$ cat src/rtl/jt12_timer_bank.sv
// rtl/jt12_timer_bank.sv - bank of independent prescaled reload timers with overflow flags and IRQ
//
// Ports:
//   clk, rst_n     single clock, asynchronous active-low reset
//   cen            count-enable tick; prescalers only advance while high
//   load_val       per-timer reload value, timer i at [i*W +: W]
//   presc          per-timer prescale, timer i counts once every presc_i+1 cen ticks
//   set_run        per-timer start/restart pulse (reloads counter, clears prescaler)
//   clr_run        per-timer stop pulse (wins over set_run, freezes counter)
//   irq_en         per-timer enable for latching the overflow flag
//   clr_flag       per-timer flag clear pulse (a same-cycle flag-setting overflow wins)
//   flag           registered overflow flags
//   overflow       registered one-cycle overflow pulse, not gated by irq_en
//   irq_n          active-low interrupt, low while any flag is set

module jt12_timer_bank #(
    parameter int NTIM = 2,
    parameter int W    = 10,
    parameter int PSW  = 4
) (
    input  logic              clk,
    input  logic              rst_n,
    input  logic              cen,
    input  logic [NTIM*W-1:0] load_val,
    input  logic [NTIM*PSW-1:0] presc,
    input  logic [NTIM-1:0]   set_run,
    input  logic [NTIM-1:0]   clr_run,
    input  logic [NTIM-1:0]   irq_en,
    input  logic [NTIM-1:0]   clr_flag,
    output logic [NTIM-1:0]   flag,
    output logic [NTIM-1:0]   overflow,
    output logic              irq_n
);

    logic [NTIM-1:0]          run_q, run_d;
    logic [NTIM-1:0][W-1:0]   cnt_q, cnt_d;
    logic [NTIM-1:0][PSW-1:0] psc_q, psc_d;
    logic [NTIM-1:0]          flag_q, flag_d;
    logic [NTIM-1:0]          ovf_q, ovf_d;
    logic [NTIM-1:0]          tick;

    always_comb begin
        run_d  = run_q;
        cnt_d  = cnt_q;
        psc_d  = psc_q;
        ovf_d  = '0;
        flag_d = flag_q;
        tick   = '0;
        for (int i = 0; i < NTIM; i++) begin
            // >= rather than == so that lowering presc below the current
            // prescaler count ticks immediately instead of wrapping around.
            tick[i] = run_q[i] & cen & (psc_q[i] >= presc[i*PSW +: PSW]);
            if (clr_run[i]) begin
                run_d[i] = 1'b0;
            end else if (set_run[i]) begin
                run_d[i] = 1'b1;
                cnt_d[i] = load_val[i*W +: W];
                psc_d[i] = '0;
            end else if (run_q[i] && cen) begin
                if (tick[i]) begin
                    psc_d[i] = '0;
                    if (cnt_q[i] == {W{1'b1}}) begin
                        cnt_d[i] = load_val[i*W +: W];
                        ovf_d[i] = 1'b1;
                    end else begin
                        cnt_d[i] = cnt_q[i] + 1'b1;
                    end
                end else begin
                    psc_d[i] = psc_q[i] + 1'b1;
                end
            end
            flag_d[i] = (ovf_d[i] & irq_en[i]) | (flag_q[i] & ~clr_flag[i]);
        end
    end

    always_ff @(posedge clk or negedge rst_n) begin
        if (!rst_n) begin
            run_q  <= '0;
            cnt_q  <= '0;
            psc_q  <= '0;
            flag_q <= '0;
            ovf_q  <= '0;
        end else begin
            run_q  <= run_d;
            cnt_q  <= cnt_d;
            psc_q  <= psc_d;
            flag_q <= flag_d;
            ovf_q  <= ovf_d;
        end
    end

    assign flag     = flag_q;
    assign overflow = ovf_q;
    assign irq_n    = ~(|flag_q);

endmodule
$ cat config.mk
export PLATFORM = sky130hd
export DESIGN_NAME = jt12_timer_bank
export DESIGN_NICKNAME = d
export VERILOG_FILES = /design/src/rtl/jt12_timer_bank.sv
export SDC_FILE = /design/constraint.sdc
export NUM_CORES = 1
export LEC_CHECK = 0
export ABC_CLOCK_PERIOD_IN_PS = 2300
export BUFFER_PORTS_ARGS = -buffer_cell sky130_fd_sc_hd__buf_2
export CAP_MARGIN = 20
export CORE_UTILIZATION = 37
export CTS_BUF_LIST = sky130_fd_sc_hd__clkbuf_8
export DETAILED_ROUTE_END_ITERATION = 8
export PLACE_DENSITY_LB_ADDON = 0.2
export REMOVE_ABC_BUFFERS = 1
export SLEW_MARGIN = 20
export SYNTH_ARGS = -nofsm -noshare
export SYNTH_HDL_FRONTEND = slang
export SYNTH_SLANG_ARGS = --single-unit
$ cat constraint.sdc
create_clock -name clk -period 2.3 [get_ports clk]
set_clock_uncertainty 0.1 [all_clocks]
set_input_delay 0.23 -clock clk [delete_from_list [all_inputs] [get_ports clk]]
set_output_delay 0.23 -clock clk [all_outputs]
set_load 0.01 [all_outputs]
======== After elaboration in Yosys (flattened, before gate mapping) ========
Cells that the tools add are included.
storage, ports and cells
  logic and storage cells ................. 72
  bits in registers ....................... 34
  output and inout port bits .............. 5
  input port bits ......................... 39
operators by class
  reduce and logical (&&, ||, !) cells .... 13
  order comparisons ....................... 2
  equality and inequality tests ........... 2
  bitwise gates (word level) .............. 15
  $add $sub $neg .......................... 4
  muxes and demuxes ....................... 28
operator list
  cell                                           number
  2-to-1 mux 10 bit                              8
  2-to-1 mux 4 bit                               6
  adder 10 x 1 -> 10 bit, second input constant  2
  equality test 10 bit, second input constant    2
  2-to-1 mux 1 bit                               14
  nonzero test 2 bit                             6
  adder 4 x 1 -> 4 bit, second input constant    2
  bitwise AND 1 bit                              8
  greater-or-equal comparator 4 bit              2
  AND reduction 3 bit                            2
  NOT 1 bit                                      5
  AND reduction 2 bit                            2
  logical AND 1 bit                              2
  bitwise OR 1 bit                               2
  OR reduction 2 bit                             1

======== Logic depth before layout (Yosys ltp) ========
Gate-level depths: netlist (run 1).
  word-level depth ........................ 8
  depth in mapped cells ................... 7

======== Worst setup path before layout (run 1) ========
Ideal clock, no wire load.
  kind .................................... reg2reg
  start ................................... register psc_q[0] (netlist name)
  end ..................................... register cnt_q[8] (netlist name)
  cell stages (with the launch flop) ...... 8
  arrival ................................. 1,643 ps
  setup slack ............................. 430 ps
  required time ........................... 2,074 ps
  path through ............................ dfrtp_1 -> inv_1 -> ha_1 -> nor3b_1 -> o211ai_1 -> and2_1 -> buf_6 -> a311o_1
between the ends
  cells in the longest elaborated chain, start to end .. 4
ends and longest elaborated chain
  element                               RTL line  source
  from (decl)                           37        logic [NTIM-1:0][PSW-1:0] psc_q, psc_d;
  from (signal assigned)                86        psc_q <= psc_d;
  greater-or-equal comparator 4 bit     52        tick[i] = run_q[i] & cen & (psc_q[i] >= presc[i*PSW +: PSW]);
  bitwise AND 1 bit                     52
  nonzero test 2 bit (no source line)   n/a
  AND reduction 3 bit (no source line)  n/a
  to (signal assigned)                  85        cnt_q <= cnt_d;
  to (decl)                             36        logic [NTIM-1:0][W-1:0] cnt_q, cnt_d;
Every way passes these cells.
A chain may end at the register's enable or synchronous reset.

======== Worst setup path after layout (run 1) ========
  start ................................... register psc_q[4] (netlist name)
  end ..................................... register cnt_q[19] (netlist name)
Same word-level chain as after synthesis.

==> results of run 1 <==
report_power, final:
part / internal (mW) / total (mW) / leakage, nW / switching [mW]
Clock: 0.241 / 0.492 / 0.0472 / 0.251
Sequential: 0.706 / 0.869 / 0.413 / 0.163
Combinational: 0.253 / 0.620 / 0.792 / 0.367
sequential cells by signal (all words and copies together) (netlist names):
name      count
cnt_q        20
flag          2
overflow      2
psc_q         8
run_q         2
area by class of cell:
class / count / area (sq um)
timing repair buffer: 47 / 247.7
multi-input combinational: 208 / 1441
clock inverter: 2 / 12.51
fill: 636 / 3547
clock buffer: 6 / 82.58
tap: 77 / 96.34
sequential: 34 / 850.8
inverter: 19 / 71.32
stage by stage:
step	instance area, sq um	worst slack, ps	hold WS (ps)	power (mW)	util, %
after CTS	2803	234.6	36.66	1.998	44.14
after detailed placement	2698	251.5	275.3	1.495	42.48
after global routing	2803	112.8	53.07	2.133	44.14
after global placement	2698	293.5	268.4	1.486	42.48
final	2803	227.8	45.01	1.981	44.14
after floorplan	2364	207.3	-165.6	1.280	-
synthesized netlist by cell type, drive strengths merged (3+ instances only):
library cell / number
nand4: 4
and3: 8
mux2i: 4
a21oi: 10
nor2b: 3
nand2: 25
nand3: 12
ha: 12
nor3b: 4
nor4: 3
nor3: 9
dfrtp: 34
o211ai: 7
a22o: 4
a2bb2oi: 3
a31oi: 9
o22ai: 3
nor2: 23
and4: 3
and2: 4
inv: 19
o21ai: 14
buf: 8
o31ai: 6
xnor2: 4
a211oi: 5
o311ai: 4
kinds of logic after synthesis:
logic type	synth area share [%]
buffers and inverters	5.616
DFF	35.03
xor gates and xnor gates	1.442
and+or+nand+nor	23.39
AOI/OAI and AO/OA	26.69
muxes	1.649
adders and majority gates	6.182
layer usage:
| layer | wire length [microns] | vias up | share of wire [%] | global-route usage (%) |
|---|---|---|---|---|
| met1 | 2918 | 1102 | 46 | 25.44 |
| li1 | - | 1122 | - | - |
| met3 | 300 | 8 | 4.7 | 3.877 |
| met4 | 69 | 0 | 1.1 | 6.897 |
| met5 | 0 | - | 0 | 0 |
| met2 | 3114 | 57 | 49 | 33.16 |
timing repair:
item / in CTS / in global routing
endpoints found under the setup margin: 0 / 0
hold endpoints to repair: 34 / 0
hold buffers: 1 / 0
how the worst min path moves through the flow:
| stage | startpoint | end |
|---|---|---|
| 2_1_floorplan | rst_n | cnt_q[0] |
| 3_3_place_gp | rst_n | psc_q[3] |
| 3_5_place_dp | rst_n | psc_q[3] |
| 4_1_cts | irq_en[0] | flag[0] |
| 5_1_grt | irq_en[0] | flag[0] |
| 6_report | irq_en[0] | flag[0] |
==> results.md, run 1 <==
- Port bufs: 43
- Area fraction of the dominant cell type after synthesis: 35.03%
- FF+latch count, synth: 34
- Die area: 6891 sq um
- Fin crit share: 90.09%
- Post-synthesis instance total: 271
- Die height: 83.02 microns
- Unrepaired setup endpoints after global routing: no
- Root buffer cell: clkbuf_8
- Most common cell after layout, fill and taps aside: buf_2
- Reg-to-Reg Start: psc_q[4]
- Largest stage delay on the critical path: 420 ps
- Final HPWL DP: 4.617 mm
- IO Pins: 44
- First drt pass iteration count: 4
- Routed WL per cell: 16.29 microns
- Peak supply drop: 455.3 uV
- Final hold violations: 0
- Commonest register cell after synthesis: dfrtp_1
- H-tree depth: 2
- Most area-hungry cell type in the Yosys netlist: dfrtp_1
- Max cap viols: 0
- FMAX: 0.4826 GHz
- Routed vias: 2289
- Commonest cells after routing, fill and taps aside: 43 x buf_2, 34 x dfrtp_1, 22 x nand2_1, 22 x nor2_1, 19 x inv_1
- Final layout net count: 366
- WP buf/inv: 1
- Final WL: 6.403 mm
- Num CTS Buffers: 5
- Hold WC Path Type: input pin to flop
- Placed insts: 384
- Total Routing Usage GR: 19.80%
- Period minus WS final: 2072 ps
- Family with the most delay on the worst path: compound AO/OA/AOI/OAI gates
- Clock-pin slew on the worst setup and hold paths: 80 ps
- Post-route ant nets: 0
- Placeable core region: 6350 sq um
- Clock sinks: 34
- CTS Buffer Depth: 2
- Share of cells above drive strength 1: 23.73%
- Non-Filler Instances: 393
- Worst-Margin Slew: 820.2 ps
- Outcome: finished, final reports clean
- Stages on the worst setup path: 6
- R2r setup slk: 230 ps
- Vias/cell: 5.824
- Post-Syn Area: 2429 sq um
- Cells along the critical path: inv_1 -> ha_1 -> nor3b_2 -> o211a_1 -> nor2_1 -> a211oi_1
- Setup tns final: 0 ps
- Largest net degree at the start of global routing: 35
- Fraction of registers with async set/reset: 100.0%
- Synth Warn #: 0
- Critical path startpoint: psc_q[4]
- CP Launch Type: flop
- Finish-stage setup viols: 0
- First-pass GRT wire length: 11.05 mm
- Antenna violations before repair: 0
- Post-CTS setup buffers: 0
- Vias in the first global route: 2296
- Post-Syn Area per Cell: 8.962 sq um
- Worst-Skew Late Latency: 290 ps
- Antenna diodes: 0
- DRC: 0
- Synth top area cells: dfrtp_1 35%, ha_1 6.2%, nand2_1 3.4%, nor2_1 3.4%, inv_1 2.9%
- Crit end category: flop
- PD cells: 707.0 nW/um^2
- Total gr overflow: 0
- Worst Path Required: 2390 ps
- Routability cong.: 0.8212
- Die span in x: 83.02 microns
- CP Max Fanout: 9
- Row Count: 29
- Initial Util: 38.25%
- Post-synth cell types: 64
- Register area share after synthesis: 35.03%
- R2r endpoint: cnt_q[19]
- PostCTS Resize Cnt: 0
- Number of synthesized flops with an enable pin: 0
- Leakage: 1.252 nW
- Slowest CP cell: dfrtp_1
- Area Overhead vs Synth: 15.40%
- Slew Viols, Final: 0
- Crit path capture: cnt_q[19]
- Slew headroom: 45.32%
- WP data arrival: 2170 ps
- CTS tree: done
- Initial DRC count: 115
- Worst reg-to-reg path cell count: 6
- WHS Path Cells: 2
- CP Class: flop to flop
No activity file was read; power rests on OpenSTA's default activity.
==> run 2, diff against run 1 <==
Settings changed: CORE_UTILIZATION 37 to 25.
==> results.md, run 2 (same netlist as run 1, synthesis figures left out) <==
- Outcome: finished, final reports clean
- Antenna diodes: 0 (unchanged)
- IO Pins: 44 (unchanged)
- Setup tns final: 0 ps (unchanged)
- Final layout net count: 369 (+0.82%)
- Placeable core region: 9328 sq um (+47%)
- P_int: 1.310 mW (+9.2%)
- Max cap viols: 0 (unchanged)
- Final hold violations: 0 (unchanged)
- Crit end category: flop
- Die height: 100.6 microns (+21%)
- WP data arrival: 2160 ps (about the same)
- Area after DPL: 2785 sq um (+3.2%)
- Max FFs per register: 20 (unchanged)
- Hold-fix buffers, CTS: 1 (unchanged)
- Slew Viols, Final: 0 (unchanged)
- Row Count: 35 (+21%)
- PD cells: 716.9 nW/um^2 (+1.4%)
- Clock sinks: 34 (unchanged)
- Antenna violations before repair: 0 (unchanged)
- Total Routing Usage GR: 14.48% (-5.3 points)
- Commonest cells after routing, fill and taps aside: 43 x buf_2, 34 x dfrtp_1, 22 x nand2_1, 22 x nor2_1, 19 x inv_1
- First-pass GRT wire length: 11.46 mm (+3.7%)
- Leakage: 1.277 nW (+2.0%)
- Initial Util: 26.04% (-12 points)
- DRC: 0 (unchanged)
- Die span in x: 100.6 microns (+21%)
- PostCTS Resize Cnt: 0 (unchanged)
- Die area: 10110 sq um (+47%)
- Register area: 850.8 sq um (unchanged)
- H-tree depth: 2 (unchanged)
- Routed vias: 2318 (+1.3%)
- Final HPWL DP: 5.028 mm (+8.9%)
- Worst-Margin Slew: 829.2 ps (+9.071 ps)
- Area Overhead vs Synth: 19.73%
- Initial DRC count: 76 (-34%)
- Routed WL per cell: 15.30 microns (-6.1%)
- CTS tree: done
- Combinational Power Share: 30.1% (-1.2 points)
- P_sw: 775.0 uW (-0.84%)
- Routability cong.: 0.8014 (-2.4%)
- Most common cell after layout, fill and taps aside: buf_2
- Regs by FF count: cnt_q (20), psc_q (8)
- Root buffer cell: clkbuf_8
- CP Max Fanout: 10 (+1)
- Clock Power Share: 28.2% (+3.3 points)
- Peak supply drop: 243.1 uV (-47%)
- Port bufs: 43 (unchanged)
- Slew headroom: 44.72% (-0.60 points)
- Worst Path Required: 2370 ps (-20 ps)
- Period minus WS final: 2090 ps (+17.35 ps)
- Worst-Skew Late Latency: 290 ps (about the same)
- Cell area after layout: 2908 sq um (+3.7%)
- FMAX: 0.4786 GHz (-0.83%)
- Finish-stage setup viols: 0 (unchanged)
- CP Launch Type: flop
- Total gr overflow: 0 (unchanged)
- Fillcell total: 1015 (+60%)
- Clock-pin slew on the worst setup and hold paths: 70 ps (about the same)
- Final WL: 6.839 mm (+6.8%)
- Unrepaired setup endpoints after global routing: no
- Largest net degree at the start of global routing: 35 (unchanged)
- Net Sw Frac: 37.18% (-2.3 points)
- Post-CTS setup buffers: 0 (unchanged)
- CP Class: flop to flop
- R2r setup slk: 210 ps (-20 ps)
- Biggest register: cnt_q
- CTS Buffer Depth: 2 (unchanged)
- Multi-input logic area: 1441 sq um (unchanged)
- First drt pass iteration count: 4 (unchanged)
- Sequential power share: 41.7% (-2.1 points)
- Vias/cell: 5.186 (-11%)
- Post-route ant nets: 0 (unchanged)
- Share of cells above drive strength 1: 24.21% (+0.48 points)
- Fin crit share: 90.85% (+0.75 points)
- Hold WC Path Type: input pin to flop
- Vias in the first global route: 2347 (+2.2%)
- Num CTS Buffers: 5 (unchanged)
## run 2: cell count changes in the layout (fill, tap and decap cells not counted), sizes merged
cell,before,now
bufinv,0,1
buf,46,49
clkinvlp,1,0
clkinv,1,0
## run 2: stage by stage
stage | util [%] | hold slack [ps] | std cells | total power [mW] | setup WS, ps
floorplan | - | -165.6 | 261 | 1.280 | 207.3
global placement | 29.86 | 294.2 | 439 | 1.506 | 258.1
detailed placement | 29.86 | 279.9 | 439 | 1.507 | 215.1
CTS | 31.17 | 39.27 | 447 | 2.108 | 189.1
global route | 31.17 | 56.74 | 447 | 2.240 | 57.08
finish | 31.17 | 51.67 | 447 | 2.085 | 210.5
## run 2: worst max-delay path: stages, from the launching register on
cell      delay (ps)
dfrtp_1          390
inv_1             90
ha_1             270
nor3b_1          260
o211ai_1         150
and2_1           320
a311o_1          400
## run 2: final timing paths
kind	start	to	cells after the start
min	irq_en[1]	flag[1]	2
min reg2reg	psc_q[4]	psc_q[4]	1
max	psc_q[0]	cnt_q[8]	6
max in group asynchronous	rst_n	cnt_q[19]	2
max reg2reg	psc_q[0]	cnt_q[8]	6
min in group asynchronous	rst_n	psc_q[1]	2
## run 2: power by group through the flow
stage               Sequential (mW)  Combinational, mW  Clock, mW
floorplan                     0.833              0.447          0
global placement              0.875              0.631          0
detailed placement            0.877              0.631          0
CTS                           0.866              0.632      0.610
global route                  0.894              0.715      0.631
finish                        0.869              0.628      0.587
## run 2: area by class of cell
class                   count  area share (%)
clock inverters             1           1.033
inverters                  19           2.453
well taps                 129           5.551
multi-input cells         208           49.57
clock buffers               6           2.840
repair buffers             50           9.294
flip-flops and latches     34           29.26
## run 2: routing by layer
| metal | wire length [microns] | vias to the layer above | track usage, % |
|---|---|---|---|
| li1 | - | 1118 | - |
| met1 | 3181 | 1120 | 18.91 |
| met2 | 3219 | 68 | 23.81 |
| met3 | 330 | 12 | 2.913 |
| met4 | 108 | 0 | 4.905 |
| met5 | 0 | - | 0 |
==> run 3, diff against run 2 <==
==> constraint.sdc (replaced) <==
create_clock -name clk -period 2.3 [get_ports clk]
set_clock_uncertainty 0.1 [all_clocks]
set_input_delay 0.345 -clock clk [delete_from_list [all_inputs] [get_ports clk]]
set_output_delay 0.345 -clock clk [all_outputs]
set_load 0.01 [all_outputs]
==> results.md, run 3 (same netlist as run 1, synthesis figures left out) <==
- Outcome: finished, final reports clean
- Max Used Layer: met4
- Worst Path Required: 2390 ps (+20 ps)
- Final WL: 6.976 mm (+2.0%)
- Fin crit share: 89.61% (-1.2 points)
- Clock-pin slew on the worst setup and hold paths: 80 ps (about the same)
- Row Count: 35 (unchanged)
- CP Class: flop to flop
- Antenna violations before repair: 0 (unchanged)
- Port bufs: 43 (unchanged)
- CP Max Fanout: 10 (unchanged)
- Slew Viols, Final: 0 (unchanged)
- Routed vias: 2315 (-0.13%)
- Placed insts: 444 (+1.1%)
- DRC: 0 (unchanged)
- Post-CTS setup buffers: 0 (unchanged)
- Area after DPL: 2823 sq um (+1.3%)
- Peak supply drop: 343.7 uV (+41%)
- Worst-Skew Late Latency: 290 ps (about the same)
- Final layout net count: 374 (+1.4%)
- Total gr overflow: 0 (unchanged)
- Met2 wire len: 3.398 mm (+5.6%)
- Routability cong.: 0.8231 (+2.7%)
- PD cells: 680.9 nW/um^2 (-5.0%)
- Worst-Margin Slew: 544.3 ps (-284.9 ps)
- Hold WC Path Type: input pin to flop
- Critical path startpoint: psc_q[0]
- Crit end category: flop
- R2r setup slk: 240 ps (+30 ps)
- Setup tns final: 0 ps (unchanged)
- WP data arrival: 2150 ps (about the same)
- Worst reg-to-reg path cell count: 6 (unchanged)
- Die area: 10110 sq um (unchanged)
- Vias/cell: 5.110 (-1.5%)
- Unrepaired setup endpoints after global routing: no
- Total Routing Usage GR: 14.96% (+0.49 points)
- Largest net degree at the start of global routing: 15 (-57%)
- Die span in x: 100.6 microns (unchanged)
- FMAX: 0.4852 GHz (+1.4%)
- Crit path capture: cnt_q[8]
- CTS Buffer Depth: 2 (unchanged)
- Max FFs per register: 20 (unchanged)
- Max cap viols: 0 (unchanged)
- Initial Util: 26.04% (unchanged)
- Placeable core region: 9328 sq um (unchanged)
- Final hold violations: 0 (unchanged)
- Clock sinks: 34 (unchanged)
- Die height: 100.6 microns (unchanged)
- Non-Filler Instances: 453 (+1.3%)
- Antenna diodes: 0 (unchanged)
- Leakage: 1.291 nW (+1.1%)
- Post-route ant nets: 0 (unchanged)
- Area Overhead vs Synth: 20.56%
- CTS tree: done
- DR WL met3: 286 microns (-13%)
- Num CTS Buffers: 5 (unchanged)
- H-tree depth: 2 (unchanged)
- Biggest register: cnt_q
- R2r endpoint: cnt_q[8]
- Vias in the first global route: 2276 (-3.0%)
- Finish-stage setup viols: 0 (unchanged)
- IO Pins: 44 (unchanged)
- Util after Layout: 31.39% (+0.21 points)
- Regs by FF count: cnt_q (20), psc_q (8)
- Slew headroom: 63.33% (+19 points)
- Most common cell after layout, fill and taps aside: buf_2
- Root buffer cell: clkbuf_8
- First-pass GRT wire length: 11.71 mm (+2.2%)
- Final HPWL DP: 5.174 mm (+2.9%)
- Reg-to-Reg Start: psc_q[0]
- First drt pass iteration count: 4 (unchanged)
- Routed WL per cell: 15.40 microns (+0.65%)
- Cell area after layout: 2928 sq um (+0.69%)
- Period minus WS final: 2061 ps (-28.47 ps)
- Commonest cells after routing, fill and taps aside: 43 x buf_2, 34 x dfrtp_1, 22 x nand2_1, 22 x nor2_1, 19 x inv_1
- Share of cells above drive strength 1: 25.62% (+1.4 points)
- Routed met1 length: 3.215 mm (+1.1%)
- Initial DRC count: 66 (-13%)
- CP Launch Type: flop
==> run 3: changes by cell type in the layout (fill, tap and decap cells not counted), sizes merged <==
cell,before,now
bufinv,1,0
buf,49,54
clkinvlp,0,1
clkinv,0,1
==> run 3: repair_timing <==
action / CTS / global route
gates resized for setup: 0 / 0
hold buffers: 1 / 0
endpoints found under the hold margin: 9 / 0
setup endpoints to repair: 0 / 0
==> run 3: area by class of cell <==
class,count,area (sq um)
well taps,129,161.4
repair buffers,55,307.8
multi-input cells,208,1441
fillers,993,6400
clock buffers,6,82.58
clock inverters,2,12.51
inverters,19,71.32
flip-flops and latches,34,850.8
==> run 3: metrics by stage <==
stage / power, mW / worst slack (ps) / hold WS, ps
after global placement: 1.511 / 275.9 / 159.4
after detailed placement: 1.516 / 232.4 / 162.2
final: 1.994 / 239.0 / 158.0
after floorplan: 1.280 / 207.3 / -50.59
after CTS: 2.026 / 227.4 / 144.8
after global routing: 2.167 / 96.09 / 159.4
==> run 3: critical path, cell delays in order, from the launching register on <==
cell	delay, ps
dfrtp_1	400
inv_1	100
ha_1	230
nor3b_1	240
o211ai_1	150
and2_1	330
a311o_1	400
==> run 3: power breakdown <==
part	internal [mW]	switching [mW]	total, mW	leakage [nW]
sequential	0.706	0.160	0.865	0.413
combinational	0.264	0.374	0.637	0.831
clock	0.241	0.250	0.491	0.0472
total	1.21	0.783	1.99	1.29
==> run 3: worst min-delay path by stage <==
stage | startpoint | end | slack [ps] | cells past startpoint
after CTS | irq_en[1] | flag[1] | 140 | 2
after floorplan | rst_n | cnt_q[0] | -50 | 0
after global placement | rst_n | psc_q[0] | 160 | 1
final | irq_en[1] | flag[1] | 160 | 2
after global routing | irq_en[1] | flag[1] | 160 | 2
after detailed placement | rst_n | psc_q[0] | 160 | 1
==> run 3: routing by layer <==
layer  up-vias  GRT usage [%]
met2        53          25.34
li1       1129              -
met5         -              0
met3         8          2.705
met1      1125          19.25
met4         0          4.794
